$ cat src/rtl/pxi_pkg.sv
// Shared definitions for the PXI 1-bit write-line receivers.
package pxi_pkg;

   localparam int WORD_W_DEF  = 16;
   localparam int IDLE_TO_DEF = 1024;
   localparam int TO_W_DEF    = 11;

   // Frame assembly states
   typedef enum logic [1:0] {
      IDLE  = 2'd0,
      SHIFT = 2'd1,
      DONE  = 2'd2
   } state_t;

endpackage

$ cat src/rtl/pxi_sync_edge.sv
// Two-flop synchronizer for a strobe/data pair with strobe rising-edge
// detection. The data bit is delayed by the same number of flops as the
// strobe, so bit_data is the value synchronized alongside the strobe edge.
module pxi_sync_edge (
   input  logic clk,
   input  logic rst,
   input  logic ser_data,
   input  logic ser_strobe,
   output logic rise,
   output logic bit_data
);

   logic strobe_s1, strobe_s2, strobe_s3;
   logic data_s1, data_s2;

   // Synchronize both lines and register the strobe rising edge with its data bit
   always_ff @(posedge clk) begin
      if (rst) begin
         strobe_s1 <= 1'b0;
         strobe_s2 <= 1'b0;
         strobe_s3 <= 1'b0;
         data_s1   <= 1'b0;
         data_s2   <= 1'b0;
         rise      <= 1'b0;
         bit_data  <= 1'b0;
      end else begin
         strobe_s1 <= ser_strobe;
         strobe_s2 <= strobe_s1;
         strobe_s3 <= strobe_s2;
         data_s1   <= ser_data;
         data_s2   <= data_s1;
         rise      <= strobe_s2 & ~strobe_s3;
         bit_data  <= data_s2;
      end
   end

endmodule

$ cat src/rtl/pxi_ser_deser.sv
// PXI 1-bit write-line deserializer: assembles WORD_W strobed bits into a
// word and presents it on a single-entry valid/ready output register.
// Partial frames are dropped after IDLE_TO idle cycles; a completed word
// that finds the output register occupied sets the sticky overrun flag.
module pxi_ser_deser
   import pxi_pkg::*;
#(
   parameter int WORD_W    = WORD_W_DEF,
   parameter int MSB_FIRST = 1,
   parameter int IDLE_TO   = IDLE_TO_DEF,
   parameter int TO_W      = TO_W_DEF
) (
   input  logic              clk,
   input  logic              rst,
   input  logic              ser_data,
   input  logic              ser_strobe,
   output logic [WORD_W-1:0] word_out,
   output logic              word_valid,
   input  logic              word_ready,
   output logic              frame_err,
   output logic              overrun,
   output logic              busy
);

   localparam int CNT_W = $clog2(WORD_W + 1);

   logic              rise;
   logic              bit_data;
   state_t            state;
   logic [CNT_W-1:0]  count;
   logic [TO_W-1:0]   to_cnt;
   logic [WORD_W-1:0] shreg;

   // Place one new bit into the word according to the bit order
   function automatic logic [WORD_W-1:0] shift_in(input logic [WORD_W-1:0] sh,
                                                  input logic b);
      if (MSB_FIRST != 0)
         return {sh[WORD_W-2:0], b};
      else
         return {b, sh[WORD_W-1:1]};
   endfunction

   pxi_sync_edge u_sync (
      .clk        (clk),
      .rst        (rst),
      .ser_data   (ser_data),
      .ser_strobe (ser_strobe),
      .rise       (rise),
      .bit_data   (bit_data)
   );

   // Frame assembly FSM with the output register and status flags
   always_ff @(posedge clk) begin
      if (rst) begin
         state      <= IDLE;
         count      <= '0;
         to_cnt     <= '0;
         shreg      <= '0;
         word_out   <= '0;
         word_valid <= 1'b0;
         frame_err  <= 1'b0;
         overrun    <= 1'b0;
         busy       <= 1'b0;
      end else begin
         frame_err <= 1'b0;
         // A consumer accept frees the register; a DONE load below may refill it
         if (word_valid && word_ready)
            word_valid <= 1'b0;

         case (state)
            IDLE: begin
               to_cnt <= '0;
               if (rise) begin
                  shreg <= shift_in('0, bit_data);
                  count <= CNT_W'(1);
                  state <= SHIFT;
                  busy  <= 1'b1;
               end
            end

            SHIFT: begin
               if (rise) begin
                  shreg  <= shift_in(shreg, bit_data);
                  count  <= count + CNT_W'(1);
                  to_cnt <= '0;
                  if (count == CNT_W'(WORD_W - 1))
                     state <= DONE;
               end else if (to_cnt == TO_W'(IDLE_TO - 1)) begin
                  frame_err <= 1'b1;
                  shreg     <= '0;
                  count     <= '0;
                  to_cnt    <= '0;
                  state     <= IDLE;
                  busy      <= 1'b0;
               end else begin
                  to_cnt <= to_cnt + TO_W'(1);
               end
            end

            DONE: begin
               to_cnt <= '0;
               if (!word_valid || word_ready) begin
                  word_out   <= shreg;
                  word_valid <= 1'b1;
               end else begin
                  overrun <= 1'b1;
               end
               // An edge landing here starts the next frame immediately
               if (rise) begin
                  shreg <= shift_in('0, bit_data);
                  count <= CNT_W'(1);
                  state <= SHIFT;
                  busy  <= 1'b1;
               end else begin
                  shreg <= '0;
                  count <= '0;
                  state <= IDLE;
                  busy  <= 1'b0;
               end
            end

            default: begin
               state <= IDLE;
               busy  <= 1'b0;
               count <= '0;
            end
         endcase
      end
   end

endmodule

$ cat config.mk
export PLATFORM = sky130hd
export DESIGN_NAME = pxi_ser_deser
export DESIGN_NICKNAME = d
export VERILOG_FILES = /design/src/rtl/pxi_pkg.sv /design/src/rtl/pxi_sync_edge.sv /design/src/rtl/pxi_ser_deser.sv
export SDC_FILE = /design/constraint.sdc
export NUM_CORES = 1
export LEC_CHECK = 0
export ABC_CLOCK_PERIOD_IN_PS = 1600
export CAP_MARGIN = 20
export CORE_MARGIN = 5
export CORE_UTILIZATION = 30
export DETAILED_ROUTE_END_ITERATION = 10
export SLEW_MARGIN = 10
export SYNTH_ARGS = -nofsm -noshare
export SYNTH_HDL_FRONTEND = slang
export SYNTH_SLANG_ARGS = --single-unit
$ cat constraint.sdc
create_clock -name clk -period 1.6 [get_ports clk]
set_input_delay 0.32 -clock clk [delete_from_list [all_inputs] [get_ports clk]]
set_output_delay 0.32 -clock clk [all_outputs]
set_load 0.05 [all_outputs]
==> impl_metrics.tcl <==
set metrics [dict create \
    setup_viol 0 \
    arrival_ps 1770 \
    timing.rr.end "count[0]" \
    hold_path.class "register to register" \
    syn-instance-count 285 \
    crit_type "register to register" \
    drv_cap 0 \
    diodes 0 \
    cp.required_ps 1820 \
    pwr-share-comb 0.251 \
    grt_max_degree 26 \
    fill_cells 808 \
    antenna_found_initial 0 \
    worst_slew_pin_slew_ps 376 \
    min_period_over_period 0.967 \
    ys_warn_count 0 \
    p_seq_frac 0.398 \
    cp_common_cell "buf_6" \
    grt_overflow 0 \
    wire_per_inst_um 11.7 \
    worst_slack_ps 52.2 \
    num_vias 2007 \
    firstDrtPassIters 4 \
    place_ws_ps -504 \
    rsz0062_at_grt "true" \
    reg2reg_slack_ps 50 \
    drc 0 \
    drt_wl_total_mm 5.26 \
    grt.total_usage 0.109 \
    mostFrequentLayoutCell "dfxtp_1" \
    crit_chain "inv_2 > buf_6 > ha_4 > o21bai_4 > a41oi_4 > buf_6 > mux2i_1 > nor2_1" \
    synth_nets 298 \
    clockPowerShare 0.351 \
    antenna_left 0 \
    gp_congestion 0.765 \
    h-tree-depth 3 \
    placementRows 33 \
    hold_viol_final 0 \
    ctsRootBufferMaster "clkbuf_8" \
    slowest_delay_ps 330 \
    core_area_sq_um 8300 \
    initialDrtViolationCount 76 \
    fin_tns_setup_ps 0 \
    status "complete, no violations" \
    p_int_uw 2940 \
    grt_pass1_vias 1923 \
    io-pin-count 25 \
    p_sw_uw 1090 \
    ys_types 38 \
    layout_common_cells "dfxtp_1, nand2_1, buf_4" \
    cts_tree "built" \
    die_w_um 103 \
    grt_first_pass_wirelength_mm 9.01 \
    min_to "u_sync.rise" \
    seq_area_sq_um 1230 \
    hpwl_mm 3.57 \
    drive_gt1_frac 0.286 \
    max-vdd-ir-drop_uv 911 \
    start_kind "register" \
    power.density_nw_per_um2 1160 \
    path_clk_slew_ps 70 \
    viasPerCell 4.48 \
    design_area_sq_um 3480 \
    critical-path-slowest-cell "dfxtp_2" \
    total_power_uw 4030 \
    synth_area_sq_um 2580 \
    synth.avg_cell_area_sq_um 9.04 \
    fmax_mhz 646 \
    timing.rr.start "state[0]" \
    die_h_um 103 \
    rr_worst_depth 8 \
    ys_seq_area_frac 0.474 \
    netSwitchingFraction 0.271 \
    place_area_sq_um 3080 \
    period_needed_ps 1550 \
    die_area_sq_um 10500 \
    ctsHoldBuffers 0 \
    min_from "u_sync.strobe_s3" \
    synth-seq-cells 61 \
    relSlewSlack 0.749 \
    critPathMaxFanout 5 \
    nNetsFinal 351 \
    start_util 0.311 \
    clk_latency_ps 330 \
    port_buffers 24 \
    cts-buffers-inserted 9 \
    slew_viol_final 0 \
    syn2layout_area_growth_pct 35.2 \
    multi_input_area_sq_um 1370 \
    critPathCaptureType "register" \
    hold_path_depth 1 \
    finClkSkew_ps 7.46 \
    clkSinkCount 61 \
    leakagePower_uw 0.00129 \
    cts_buffer_depth 2 \
]
## sequential cells by signal, indices dropped and copies added (netlist names), 2 cells and up
| name | count |
|---|---|
| to_cnt | 11 |
| count | 5 |
| state | 2 |
| word_out | 16 |
| shreg | 16 |
## repair_timing
item	in CTS	in global routing
gates cloned	1	0
resized for setup	11	24
pin swaps	4	10
buffers inserted	3	1
endpoints found under the setup margin	43	35
## cell families after synthesis
group,synth area share
xor+xnor,0.0306
mux,0.0704
simple gates,0.255
flops,0.474
compound gates,0.0951
buf+inv,0.0359
fa+ha+maj,0.0388
## metrics by stage
step	hold WS, ps	util	std cells
after floorplan	367	-	285
after global placement	374	0.371	427
after detailed placement	371	0.371	427
after CTS	381	0.408	447
after global routing	412	0.420	448
final	381	0.420	448
## how the worst max path moves through the flow
stage,startpoint,cells after the start,end
floorplan,state[1],7,shreg[10]
global placement,word_ready,5,word_out[15]
detailed placement,word_ready,5,word_out[6]
CTS,state[1],6,to_cnt[7]
global route,state[1],6,to_cnt[9]
finish,state[0],8,count[0]
## synthesized netlist by cell type
cell | instances | area [sq um]
nand4b_1 | 2 | 17.5
nor2_1 | 23 | 86.3
or3_1 | 1 | 6.26
o41ai_1 | 1 | 8.76
nor2_8 | 1 | 20.0
nor4b_1 | 1 | 8.76
a22oi_1 | 1 | 7.51
buf_12 | 1 | 20.0
a21boi_0 | 1 | 7.51
nor3b_2 | 1 | 12.5
nand3_1 | 5 | 25.0
o22ai_1 | 2 | 12.5
mux2_2 | 1 | 11.3
dfxtp_1 | 61 | 1220
clkbuf_1 | 9 | 33.8
o21a_1 | 1 | 7.51
a41oi_4 | 1 | 27.5
buf_2 | 4 | 20.0
nor3b_1 | 1 | 7.51
nand2_1 | 53 | 199
nor2b_1 | 14 | 87.6
a2bb2oi_1 | 1 | 8.76
and3_1 | 3 | 18.8
xnor2_1 | 6 | 52.6
nor3_1 | 6 | 30.0
and4_4 | 1 | 11.3
and3b_4 | 1 | 12.5
o21bai_1 | 2 | 15.0
a21oi_1 | 22 | 110
ha_1 | 8 | 100
o21ba_2 | 1 | 10.0
nand3b_1 | 2 | 15.0
xor2_1 | 3 | 26.3
nand2b_1 | 16 | 100
inv_1 | 5 | 18.8
o21ai_1 | 1 | 5.00
mux2i_1 | 17 | 170
o21ai_0 | 5 | 25.0
## power groups by stage
stage / clock, uW / sequential (uW) / combinational, uW
5_1_grt: 1540 / 1610 / 1090
3_3_place_gp: 0 / 1620 / 744
2_1_floorplan: 0 / 1650 / 447
3_5_place_dp: 0 / 1620 / 751
6_report: 1410 / 1600 / 1010
4_1_cts: 1460 / 1590 / 942
## cell type report
cell class              count  area share
multi-input cells         205       0.393
well taps                 105      0.0377
clock buffers              11      0.0434
repair buffers             56       0.152
clock inverters             5      0.0169
inverters                   5     0.00539
flip-flops and latches     61       0.352
## per-layer routing
| metal | up-vias | GRT usage | part of all wire |
|---|---|---|---|
| li1 | 1050 | - | - |
| met1 | 927 | 0.143 | 0.50 |
| met2 | 26 | 0.163 | 0.44 |
| met3 | 4 | 0.0332 | 0.042 |
| met4 | 0 | 0.0515 | 0.012 |
| met5 | - | 0 | 0 |
## worst max-delay path: cells and delay by family, from the launching register on
kind,cells,cell delay [ps]
DFF,1,330
and+or+nand+nor,1,50
AOI/OAI and AO/OA,2,380
buffers and inverters,3,330
adders and majority gates,1,170
muxes,1,180
(Power assumes the default switching activity.)
